==> src/rtl/cpu_ctrl_fsm.sv <==
// cpu_ctrl_fsm: multi-cycle fetch/decode/exec/mem control for the reg_alu datapath; psr bits are {Z,L,N,F,C} (Z=bit4, C=bit0)
module cpu_ctrl_fsm (
    input  logic        clk,
    input  logic        reset_n,
    input  logic [15:0] instr,
    input  logic [4:0]  psr_in,
    input  logic        mem_ack,
    output logic        mem_req,
    output logic        mem_we,
    output logic        addr_sel,
    output logic        ir_en,
    output logic        pc_en,
    output logic        reg_write,
    output logic [3:0]  rSrc,
    output logic [3:0]  rDst,
    output logic [7:0]  imm,
    output logic [3:0]  aluOp,
    output logic        IMM_MUX,
    output logic [1:0]  WB_MUX,
    output logic        WB_MUX0,
    output logic        COND_RSLT,
    output logic [4:0]  psr,
    output logic        halt
);
    localparam logic [3:0] ALU_ADD = 4'd0, ALU_SUB = 4'd1, ALU_CMP = 4'd2, ALU_AND = 4'd3,
                           ALU_OR = 4'd4, ALU_XOR = 4'd5, ALU_MOV = 4'd6, ALU_LUI = 4'd7,
                           ALU_SLL = 4'd8, ALU_SRL = 4'd9, ALU_SLA = 4'd10, ALU_SRA = 4'd11;
    typedef enum logic [2:0] {FETCH, DECODE, EXEC, MEM, HALT} state_t;
    state_t state, state_nx;
    logic [15:0] ir;
    logic [3:0] op, ext, alu_code;
    logic [4:0] rr, im, sh;
    logic is_rr, is_imm, is_sh, is_alu, is_load, is_stor, is_scond, is_cmp, is_flag, legal, cond;
    // register-register ext codes and immediate opcodes share one encoding
    function automatic logic [4:0] rr_map(input logic [3:0] k);
        case (k)
            4'h5: rr_map = {1'b1, ALU_ADD};
            4'h9: rr_map = {1'b1, ALU_SUB};
            4'hB: rr_map = {1'b1, ALU_CMP};
            4'h1: rr_map = {1'b1, ALU_AND};
            4'h2: rr_map = {1'b1, ALU_OR};
            4'h3: rr_map = {1'b1, ALU_XOR};
            4'hD: rr_map = {1'b1, ALU_MOV};
            default: rr_map = 5'd0;
        endcase
    endfunction
    function automatic logic [4:0] sh_map(input logic [3:0] k);
        case (k)
            4'h4: sh_map = {1'b1, ALU_SLL};
            4'h0: sh_map = {1'b1, ALU_SRL};
            4'h5: sh_map = {1'b1, ALU_SLA};
            4'h1: sh_map = {1'b1, ALU_SRA};
            default: sh_map = 5'd0;
        endcase
    endfunction
    // instruction decode from the latched IR
    always_comb begin
        op       = ir[15:12];
        ext      = ir[7:4];
        rr       = rr_map(ext);
        im       = rr_map(op);
        sh       = sh_map(ext);
        is_rr    = (op == 4'h0) && rr[4];
        is_imm   = (op == 4'hF) || im[4];
        is_sh    = (op == 4'h8) && sh[4];
        is_load  = (op == 4'h4) && (ext == 4'h0);
        is_stor  = (op == 4'h4) && (ext == 4'h4);
        is_scond = (op == 4'h4) && (ext == 4'hD);
        is_alu   = is_rr || is_imm || is_sh;
        alu_code = is_rr ? rr[3:0] : is_imm ? (op == 4'hF ? ALU_LUI : im[3:0]) : is_sh ? sh[3:0] : ALU_ADD;
        is_cmp   = is_alu && (alu_code == ALU_CMP);
        is_flag  = is_alu && (alu_code == ALU_ADD || alu_code == ALU_SUB || alu_code == ALU_CMP);
        legal    = is_alu || is_load || is_stor || is_scond;
        case (ir[3:0])
            4'h0: cond = psr[4];
            4'h1: cond = !psr[4];
            4'h2: cond = psr[0];
            4'h3: cond = !psr[0];
            4'h6: cond = psr[2];
            4'h7: cond = !psr[2];
            4'h8: cond = psr[1];
            4'h9: cond = !psr[1];
            default: cond = 1'b0;
        endcase
    end
    assign rSrc      = ir[3:0];
    assign rDst      = ir[11:8];
    assign imm       = ir[7:0];
    assign aluOp     = alu_code;
    assign IMM_MUX   = is_imm;
    assign WB_MUX    = is_load ? 2'b11 : is_alu ? 2'b10 : is_scond ? 2'b01 : 2'b00;
    assign WB_MUX0   = 1'b0;
    assign COND_RSLT = is_scond && cond;
    // next state and strobes; reset gates every enable so an in-flight access drops immediately
    always_comb begin
        state_nx  = state;
        mem_req   = 1'b0;
        mem_we    = 1'b0;
        addr_sel  = 1'b0;
        ir_en     = 1'b0;
        pc_en     = 1'b0;
        reg_write = 1'b0;
        halt      = 1'b0;
        case (state)
            FETCH: begin
                mem_req  = 1'b1;
                ir_en    = mem_ack;
                state_nx = mem_ack ? DECODE : FETCH;
            end
            DECODE: state_nx = legal ? EXEC : HALT;
            EXEC: begin
                reg_write = !(is_load || is_stor) && !is_cmp;
                pc_en     = !(is_load || is_stor);
                state_nx  = (is_load || is_stor) ? MEM : FETCH;
            end
            MEM: begin
                mem_req   = 1'b1;
                addr_sel  = 1'b1;
                mem_we    = is_stor;
                reg_write = mem_ack && is_load;
                pc_en     = mem_ack;
                state_nx  = mem_ack ? FETCH : MEM;
            end
            HALT: halt = 1'b1;
            default: state_nx = FETCH;
        endcase
        if (!reset_n) begin
            mem_req   = 1'b0;
            mem_we    = 1'b0;
            addr_sel  = 1'b0;
            ir_en     = 1'b0;
            pc_en     = 1'b0;
            reg_write = 1'b0;
            halt      = 1'b0;
        end
    end
    // state, IR and PSR registers
    always_ff @(posedge clk or negedge reset_n) begin
        if (!reset_n) begin
            state <= FETCH;
            ir    <= 16'd0;
            psr   <= 5'd0;
        end else begin
            state <= state_nx;
            if (ir_en) ir <= instr;
            if (state == EXEC && is_flag) psr <= psr_in;
        end
    end
endmodule
==> config.mk <==
export PLATFORM = sky130hd
export DESIGN_NAME = cpu_ctrl_fsm
export DESIGN_NICKNAME = d
export VERILOG_FILES = /design/src/rtl/cpu_ctrl_fsm.sv
export SDC_FILE = /design/constraint.sdc
export NUM_CORES = 1
export LEC_CHECK = 0
export BUFFER_PORTS_ARGS = -buffer_cell sky130_fd_sc_hd__buf_2
export CORE_MARGIN = 2
export CORE_UTILIZATION = 44
export DETAILED_ROUTE_END_ITERATION = 16
export GPL_ROUTABILITY_DRIVEN = 0
export PLACE_DENSITY = 0.75
export SLEW_MARGIN = 20
export SYNTH_ARGS = -nofsm -noshare
export SYNTH_HDL_FRONTEND = slang
export SYNTH_SLANG_ARGS = --single-unit
==> constraint.sdc <==
create_clock -name clk -period 2 [get_ports clk]
set_input_delay 0.1 -clock clk [delete_from_list [all_inputs] [get_ports clk]]
set_output_delay 0.1 -clock clk [all_outputs]
set_load 0.005 [all_outputs]
### Word-level counts from Yosys, hierarchy flattened

Index checks and enable logic that the tools add are counted.

| operators by class | value |
|---|---|
| equal/unequal tests | 31 |
| multiplexer cells | 30 |
| reductions and logical operators | 32 |

Operators by type and width:

| operator | number |
|---|---|
| $pmux 5 s7 | 2 |
| $eq 4x4->1 const B | 10 |
| $eq 4x2->1 const B | 7 |
| $eq 4x3->1 const B | 6 |
| $pmux 5 s4 | 1 |
| $eq 4x1->1 const B | 4 |
| $logic_not 4->1 | 4 |
| $mux 4 | 4 |
| $pmux 3 s5 | 1 |
| $mux 1 | 14 |
| $logic_and 1x1->1 | 11 |
| $logic_or 1x1->1 | 9 |
| $mux 2 | 4 |
| $pmux 1 s8 | 1 |
| $eq 3x2->1 const B | 2 |
| $logic_not 1->1 | 6 |
| $pmux 1 s2 | 2 |
| $eq 3x1->1 const B | 1 |
| $eq 3x3->1 const B | 1 |
| $logic_not 3->1 | 1 |
| $mux 3 | 1 |
| $reduce_or 2->1 | 1 |

| word-level totals | value |
|---|---|
| register bits | 24 |
| input bits | 24 |
| output and inout port bits | 37 |
| logic and storage cells | 96 |

### Logic depth before layout (Yosys ltp)

Gate-level depths: netlist of the first run.

| logic depth | value |
|---|---|
| word-level depth | 12 |
| mapped depth | 8 |

### Worst setup path before layout of the first run

Ideal clock, no wire load.

| path | value |
|---|---|
| path type | register to register |
| start point | register ir[7] |
| end point | register psr[0] |
| setup time | 0.125 ns |
| data arrival time | 1.947 ns |
| setup slack | -0.072 ns |
| stages on the path, launching flop included | 8 |
| period minus slack after synthesis | 2.072 ns |
| cells stage by stage | dfrtp_1 -> buf_6 -> xor2_2 -> o21ai_1 -> a21o_1 -> a22o_4 -> a2111oi_4 -> mux2_2 |

| on the way | value |
|---|---|
| cells in the longest elaborated chain, start to end | 11 |
| elaborated cells between the ends (all ways) | 25 |

RTL lines:

| what | RTL line | RTL |
|---|---|---|
| start, declared | 30 | `logic [15:0] ir;` |
| start signal, assigned | 145 | `if (ir_en) ir <= instr;` |
| $eq 4x1->1, or another cell as far along | 36, 48 |  |
| $pmux 5 s4 | 48 | `case (k)` |
| $logic_and 1x1->1 | 65 | `is_sh = (op == 4'h8) && sh[4];` |
| $mux 4 (2 in series) | 70 | `alu_code = is_rr ? rr[3:0] : is_imm ? (op == 4'hF ? ALU_LUI : im[3:0]) : is_sh ? sh[3:0] : ALU_ADD;` |
| $mux 4 (*) | 70 |  |
| named net aluOp[1] | 17 | `output logic [3:0] aluOp,` |
| $eq 4x1->1 or $logic_not 4->1 (tied branches) | 72 | `is_flag = is_alu && (alu_code == ALU_ADD \|\| alu_code == ALU_SUB \|\| alu_code == ALU_CMP);` |
| $logic_or 1x1->1 | 72 |  |
| $logic_or 1x1->1 (*) | 72 |  |
| $logic_and 1x1->1 (*) | 72 |  |
| $logic_and 1x1->1 (*) | 146 | `if (state == EXEC && is_flag) psr <= psr_in;` |
| end signal, assigned | 146 |  |
| end, declared | 22 | `output logic [4:0] psr,` |

The timed path passes the listed nets; every way through them passes the cells marked *.
A chain may end at the register's enable or synchronous reset.

### Final worst setup path of the first run

| path | value |
|---|---|
| start point | register ir[15] |
| end point | output reg_write |

| on the way | value |
|---|---|
| cells in the longest elaborated chain, start to end | 11 |
| elaborated cells between the ends (all ways) | 32 |

RTL lines:

| what | RTL line | RTL |
|---|---|---|
| $eq 4x4->1, or another cell as far along | 36 | `case (k)` |
| $pmux 5 s7 or $logic_and 1x1->1 (tied branches) | 36, 65 |  |
| $mux 4 or $logic_or 1x1->1 (tied branches) | 70, 64 |  |
| $mux 4 (2 in series) | 70 |  |
| $eq 4x2->1 | 71 | `is_cmp = is_alu && (alu_code == ALU_CMP);` |
| $logic_and 1x1->1 | 71 |  |
| $logic_not 1->1 | 112 | `reg_write = !(is_load \|\| is_stor) && !is_cmp;` |
| $logic_and 1x1->1 | 112 |  |
| $pmux 1 s2 (*) | 104 | `case (state)` |
| $mux 1 (*) | 127 | `if (!reset_n) begin` |
| end, declared | 13 | `output logic reg_write,` |

Every way passes the cells marked *; elsewhere a longest branch is shown, timed or not.

==> results of run 1 <==
logic make-up after synthesis:
group | Yosys count
and+or+nand+nor | 91
buffers and inverters | 34
AOI/OAI and AO/OA | 28
DFF | 24
muxes | 7
xor gates and xnor gates | 2
other | 1
metrics by stage:
stage	TNS, ns	worst slack [ns]
after detailed placement	-0.572	-0.0995
after global routing	-2.64	-0.361
after global placement	-0.279	-0.0537
final	-1.69	-0.251
after CTS	-1.06	-0.233
after floorplan	-0.0932	-0.0186
sequential cells by signal, summed over array words and instances, names as in the netlist:
signal	count
ir	16
state	3
psr	5
Yosys cell counts, types with 2 or more instances:
cell type,number,share of area [%]
mux2_2,6,4.2
nor4_2,2,1.6
nand3_1,3,0.94
inv_1,4,0.94
nand2b_1,7,2.7
buf_4,21,9.8
nor2b_1,3,1.2
or4_1,2,0.94
dfrtp_1,24,37
clkbuf_1,5,1.2
o211ai_1,2,0.94
nor4b_1,2,1.1
a21oi_1,5,1.6
nor2_1,5,1.2
nand4b_1,2,1.1
buf_2,2,0.62
nand3b_1,2,0.94
and3_1,3,1.2
nand2_1,54,13
o21ai_0,5,1.6
worst register-to-register path: cells and delay by family, from the launching register on:
| family | cells | cell delay [ns] |
|---|---|---|
| AOI/OAI and AO/OA | 3 | 0.65 |
| buffers and inverters | 5 | 0.75 |
| DFF | 1 | 0.42 |
| muxes | 1 | 0.30 |
| and+or+nand+nor | 1 | 0.04 |
routing by layer:
metal | routed length [um] | up-vias | track usage [%]
met5 | 0 | - | 0
met4 | 58 | 0 | 5.85
met2 | 2260 | 65 | 37.0
met1 | 2010 | 772 | 29.1
met3 | 235 | 6 | 2.46
li1 | - | 806 | -
cell type report:
type | instances | area (um^2) | area share, %
inverters | 5 | 18.8 | 0.769
clock buffers | 3 | 22.5 | 0.923
flip-flops and latches | 24 | 606 | 24.8
well taps | 46 | 57.6 | 2.36
repair buffers | 121 | 842 | 34.5
multi-input cells | 129 | 893 | 36.6
report_power, final:
part,total [mW],internal (mW),leakage (nW),switching (mW)
logic,2.40,1.31,0.945,1.09
clock network,0.215,0.0703,0.0138,0.145
registers,0.980,0.706,0.297,0.274
total,3.59,2.09,1.26,1.51
repair_timing:
action,4_1_cts,5_1_grt
setup buffers,7,6
endpoints found under the hold margin,39,0
setup endpoints to repair,12,12
pin swaps,6,8
hold buffers,16,0
resized for setup,19,18
worst max path at each step:
stage,from,endpoint,slack [ns],cells past startpoint
final,ir[15]$_DFFE_PN0P_,reg_write,-0.25,10
after global placement,ir[7]$_DFFE_PN0P_,psr[1]$_DFFE_PN0P_,-0.05,8
after floorplan,ir[7]$_DFFE_PN0P_,psr[0]$_DFFE_PN0P_,-0.02,7
after detailed placement,ir[7]$_DFFE_PN0P_,psr[3]$_DFFE_PN0P_,-0.1,7
after global routing,ir[7]$_DFFE_PN0P_,reg_write,-0.36,9
after CTS,ir[15]$_DFFE_PN0P_,reg_write,-0.23,8
==> metrics.cfg, run 1 <==
[synthesis]
postSynthAreaPerCell_um2=8.58
syn_inst=187
synthSimpleGateAreaFrac_pct=28.4
ys.warnings.count=0
synth_xor_area_share_pct=1.56
yosysSeqAreaShare_pct=37.4
synthArstFlopShare_pct=100
synth_top_family_by_area=simple AND/OR/NAND/NOR gates
ys_ff_latch=24
synthAdderAreaFrac_pct=0
muxShareOfSynthArea_pct=4.84
synth_compound_area_share_pct=14.0
ys_types=48
synth-main-ff-cell=dfrtp_1
synth.cell_area_mm2=0.00160
synth_edf_count=0
syn_nets=211

[sta]
hold_viol=0
fin_crit_ns=2.25
rsz0062_at_grt=true
drv_slew=0
fin_ws_ns=-0.251
fin_crit_sh_pct=113
whs_ns=0.00858
setup_violations=8
finClkSkew_ns=0.00576
fmax_ghz=0.444

[worst_setup_path]
worst_setup_path_end_kind=primary output
cp_cell_sequence=buf_6 > nor4_2 > buf_4 > buf_4 > a31oi_1 > o21ai_2 > buf_4 > nor4b_4 > and4b_1 > buf_2
cp_max_fo=4
rrSetupSlack_ns=-0.25
cp-start-kind=flop
cpLargestDelayFamily=buffers and inverters
r2r-end=psr[3]$_DFFE_PN0P_
crit_type=flop to primary output
critical_path_buf_inv_count=5
reg2reg_from=ir[15]$_DFFE_PN0P_
critPathMaxStageDelay_ns=0.42
r2r_cells=10
slowest_stage=dfrtp_1
crit_path_frequent_cell=buf_4
arrival_ns=2.15
cp.required_ns=1.90

[global_route]
grt_overflow=0
grt_pass1_vias=1501
antenna_found_initial=0
grt_pass1_wl_um=7130
grt_max_degree=30
grt_usage_pct=21.7

[layout]
mostFrequentLayoutCells=59 x buf_2, 53 x nand2_1, 35 x buf_4
final_area_mm2=0.00244
antenna_cells=0
utilization_pct=71.4
syn2layout_area_growth_pct=52.1
drive_above_1_share_pct=48.2
fill_cells=263
final_common_cell=buf_2
fin_cells=328
nets=308

[run_status]
violations=setup timing
status=finished with violations

[floorplanning]
dieHeight_um=64.4
core_area_mm2=0.00342
initial_core_util_pct=47.0
die_x_um=64.4
die-area_mm2=0.00414
rows=21
ios=61

[run]
cap_violations=0

[detailed_routing]
wirelength_um=4560
firstDrtPassIters=4
via_per_inst=5.03
drcViolationCount=0
via_count=1649
drtIter0Drc=123
routedWlPerCell_um=13.9
antenna_left=0

[pwr]
leakage_nw=1.26
p_total_mw=3.59
peakVddDrop_mv=0.682
power_density_mw_per_mm2=1470

[placement]
place_area_mm2=0.00201
portBuffers=59
dp_cells=297
dpl.hpwl_um=2980

[cts]
clk_path_buf_depth=2
cts_tree=built
clock_latency_ns=0.31
htreeDepth=1
cts.sinks=24
cts-root-buf=clkbuf_4
clk_pin_slew_ns=0.14
cts_made_buffers=3

[worst_hold_path]
whs_path_depth=2
hold_end=psr[1]$_DFFE_PN0P_
hold_class=input port to flop
hp-start=psr_in[1]

Power figures use the tool's default switching activity.
==> run 2: changes to the inputs <==
ABC_AREA = 1   (was not set)
==> metrics.cfg, run 2 <==
[run_status]
status=complete, no violations  ; was finished with violations

[floorplanning]
die_x_um=63.5  ; was 64.4 um
dieHeight_um=63.5  ; was 64.4 um
rows=21  ; unchanged
ios=61  ; unchanged
initial_core_util_pct=46.3  ; was 47.0%
core_area_mm2=0.00336  ; was 0.00342 mm^2
die-area_mm2=0.00403  ; was 0.00414 mm^2

[worst_hold_path]
hold_class=input port to flop  ; unchanged

[placement]
dpl.hpwl_um=2700  ; was 2980 um
place_ws_ns=0.345  ; was -0.0995 ns
portBuffers=59  ; unchanged

[layout]
antenna_cells=0  ; unchanged
largest_reg_flops=16  ; unchanged
mostFrequentLayoutCells=59 x buf_2, 49 x nand2_1, 20 x inv_1  ; was 59 x buf_2, 53 x nand2_1, 35 x buf_4
largest-register=ir  ; unchanged
final_common_cell=buf_2  ; unchanged
fill_cells=330  ; was 263
syn2layout_area_growth_pct=35.4  ; was 52.1%
drive_above_1_share_pct=37.9  ; was 48.2%
nets=307  ; was 308
reg_top3=ir: 16 flops, psr: 5 flops, state: 3 flops  ; unchanged

[synthesis]
yosysSeqAreaShare_pct=38.6  ; was 37.4%
ys_types=27  ; was 48
ys_ff_latch=24  ; unchanged
synth_top_area_share_pct=38.6  ; was 37.4%
synthTopCellsByArea=dfrtp_1 39%, nand2_1 12%, buf_4 8.2%  ; was dfrtp_1 37%, nand2_1 13%, buf_4 9.8%
syn_nets=237  ; was 211
postSynthAreaPerCell_um2=7.31  ; was 8.58 um^2
ys.warnings.count=0  ; unchanged
synth-main-ff-cell=dfrtp_1  ; unchanged
synth_commonest_cells=49 x nand2_1, 24 x dfrtp_1, 21 x inv_1, 20 x nand3_1  ; was 54 x nand2_1, 24 x dfrtp_1, 21 x buf_4, 7 x nand2b_1, 6 x mux2_2
synth_top_area_cell=dfrtp_1  ; unchanged
synth.cell_area_mm2=0.00156  ; was 0.00160 mm^2
syn_inst=213  ; was 187
synth.most_common_cell=nand2_1  ; unchanged
synth_edf_count=0  ; unchanged
synthArstFlopShare_pct=100  ; unchanged

[worst_setup_path]
critPathMaxStageDelay_ns=0.47  ; was 0.42 ns
slowest_stage=dfrtp_2  ; was dfrtp_1
crit_path_frequent_cell=nor2_4  ; was buf_4
cp.required_ns=1.90  ; about the same
worst_setup_path_end_kind=primary output  ; unchanged
cpLargestDelayFamily=simple AND/OR/NAND/NOR gates  ; was buffers and inverters
cp-start-kind=flop  ; unchanged
rrSetupSlack_ns=0.34  ; was -0.25 ns
cp_max_fo=5  ; was 4
cp_cell_sequence=nor2_4 > inv_2 > nor2_4 > nand2_2 > nand2_4 > nor2_1 > nand3_2 > nand2_1 > a21oi_1 > buf_2  ; was buf_6 > nor4_2 > buf_4 > buf_4 > a31oi_1 > o21ai_2 > buf_4 > nor4b_4 > and4b_1 > buf_2
critical_path_buf_inv_count=2  ; was 5
crit_type=flop to primary output  ; unchanged
arrival_ns=1.77  ; was 2.15 ns

[sta]
finClkSkew_ns=0.0226  ; was 0.00576 ns
fin_ws_ns=0.134  ; was -0.251 ns
setup_violations=0  ; was 8
hold_viol=0  ; unchanged
fmax_ghz=0.536  ; was 0.444 GHz
fin_crit_sh_pct=93.3  ; was 113%
fin_crit_ns=1.87  ; was 2.25 ns
whs_ns=0.00157  ; was 0.00858 ns
drv_slew=0  ; unchanged

[cts]
clk_path_buf_depth=2  ; unchanged
clock_latency_ns=0.33  ; was 0.31 ns
cts.sinks=24  ; unchanged
cts-root-buf=clkbuf_4  ; unchanged
clk_pin_slew_ns=0.15  ; was 0.14 ns
cts_tree=built  ; unchanged
cts_made_buffers=3  ; unchanged
htreeDepth=1  ; unchanged

[pwr]
peakVddDrop_mv=0.856  ; was 0.682 mV
power_density_mw_per_mm2=1440  ; was 1470 mW/mm^2
leakage_nw=1.10  ; was 1.26 nW

[detailed_routing]
routedWlPerCell_um=11.6  ; was 13.9 um
antenna_left=0  ; unchanged
drcViolationCount=0  ; unchanged
firstDrtPassIters=4  ; unchanged
wirelength_um=3790  ; was 4560 um
via_per_inst=4.81  ; was 5.03
via_count=1577  ; was 1,649
drtIter0Drc=55  ; was 123

[global_route]
grt_pass1_wl_um=6340  ; was 7130 um
grt_util_met3_pct=3.21  ; was 2.46%
busiest_layer=met2  ; unchanged
groute.layer.met2.usage_pct=33.0  ; was 37.0%
grt_max_degree=26  ; was 30
use_met1_pct=26.0  ; was 29.1%
grt_usage_pct=19.5  ; was 21.7%
grt_pass1_vias=1522  ; was 1,501
grt_overflow=0  ; unchanged
antenna_found_initial=0  ; unchanged

[run]
cap_violations=0  ; unchanged

-- run 2: metal layers --
metal	part of all wire, %	wire (um)
met5	0	0
met4	1.7	66
met3	6.3	237
met2	47	1770
met1	45	1710
-- run 2: kinds of logic (layout without fill, tap and decap cells) --
logic type | Yosys count | in the layout | share of synthesized area [%]
multiplexers | 4 | 4 | 2.89
flip-flops | 24 | 24 | 38.6
AND/OR/NAND/NOR | 104 | 104 | 31.8
buffers and inverters | 49 | 118 | 16.1
other | 1 | 1 | 0.241
AO/OA/AOI/OAI | 31 | 31 | 10.5
-- run 2: cell type report --
class / instances / area, um^2 / share of cell area (%)
clock buffers: 3 / 22.5 / 1.07
flip-flops and latches: 24 / 609 / 28.9
repair buffers: 85 / 538 / 25.5
clock inverters: 1 / 30.0 / 1.43
inverters: 29 / 109 / 5.17
well taps: 46 / 57.6 / 2.73
multi-input cells: 140 / 741 / 35.2
-- run 2: path summary, 6_finish.rpt --
| path | from | to | cells past startpoint |
|---|---|---|---|
| setup / recovery | ir[12]$_DFFE_PN0P_ | reg_write | 10 |
| hold / removal | psr_in[2] | psr[2]$_DFFE_PN0P_ | 3 |
| min in group asynchronous | reset_n | ir[10]$_DFFE_PN0P_ | 3 |
| max in group asynchronous | reset_n | ir[12]$_DFFE_PN0P_ | 3 |
| setup reg to reg | state[1]$_DFFE_PN0P_ | ir[9]$_DFFE_PN0P_ | 5 |
| hold reg to reg | psr[3]$_DFFE_PN0P_ | psr[3]$_DFFE_PN0P_ | 2 |
-- run 2: timing repair --
action,4_1_cts,5_1_grt
setup buffers,0,4
hold endpoints to repair,42,0
gates resized for setup,1,14
pin swaps,0,1
hold buffers,19,0
endpoints found under the setup margin,1,3
-- run 2: worst min-delay path: stages --
cell and delay, ns:
buf_2 0.08, nand3_1 0.07, nand2_1 0.07
-- run 2: metrics by stage --
stage	std cells	power (mW)	util, %	instance area, um^2	setup TNS (ns)
6_report	328	3.04	62.6	2110	0
5_1_grt	328	3.31	62.6	2110	-0.00173
4_1_cts	324	2.88	60.6	2040	0
3_5_place_dp	301	2.49	53.3	1790	0
3_3_place_gp	301	2.45	53.3	1790	0
2_1_floorplan	213	2.13	-	1560	0
-- run 2: report_power, final --
part / total, mW / switching, mW / internal [mW]
Clock: 0.357 / 0.154 / 0.203
Sequential: 1.02 / 0.287 / 0.734
Combinational: 1.66 / 0.952 / 0.705
Total: 3.04 / 1.39 / 1.64
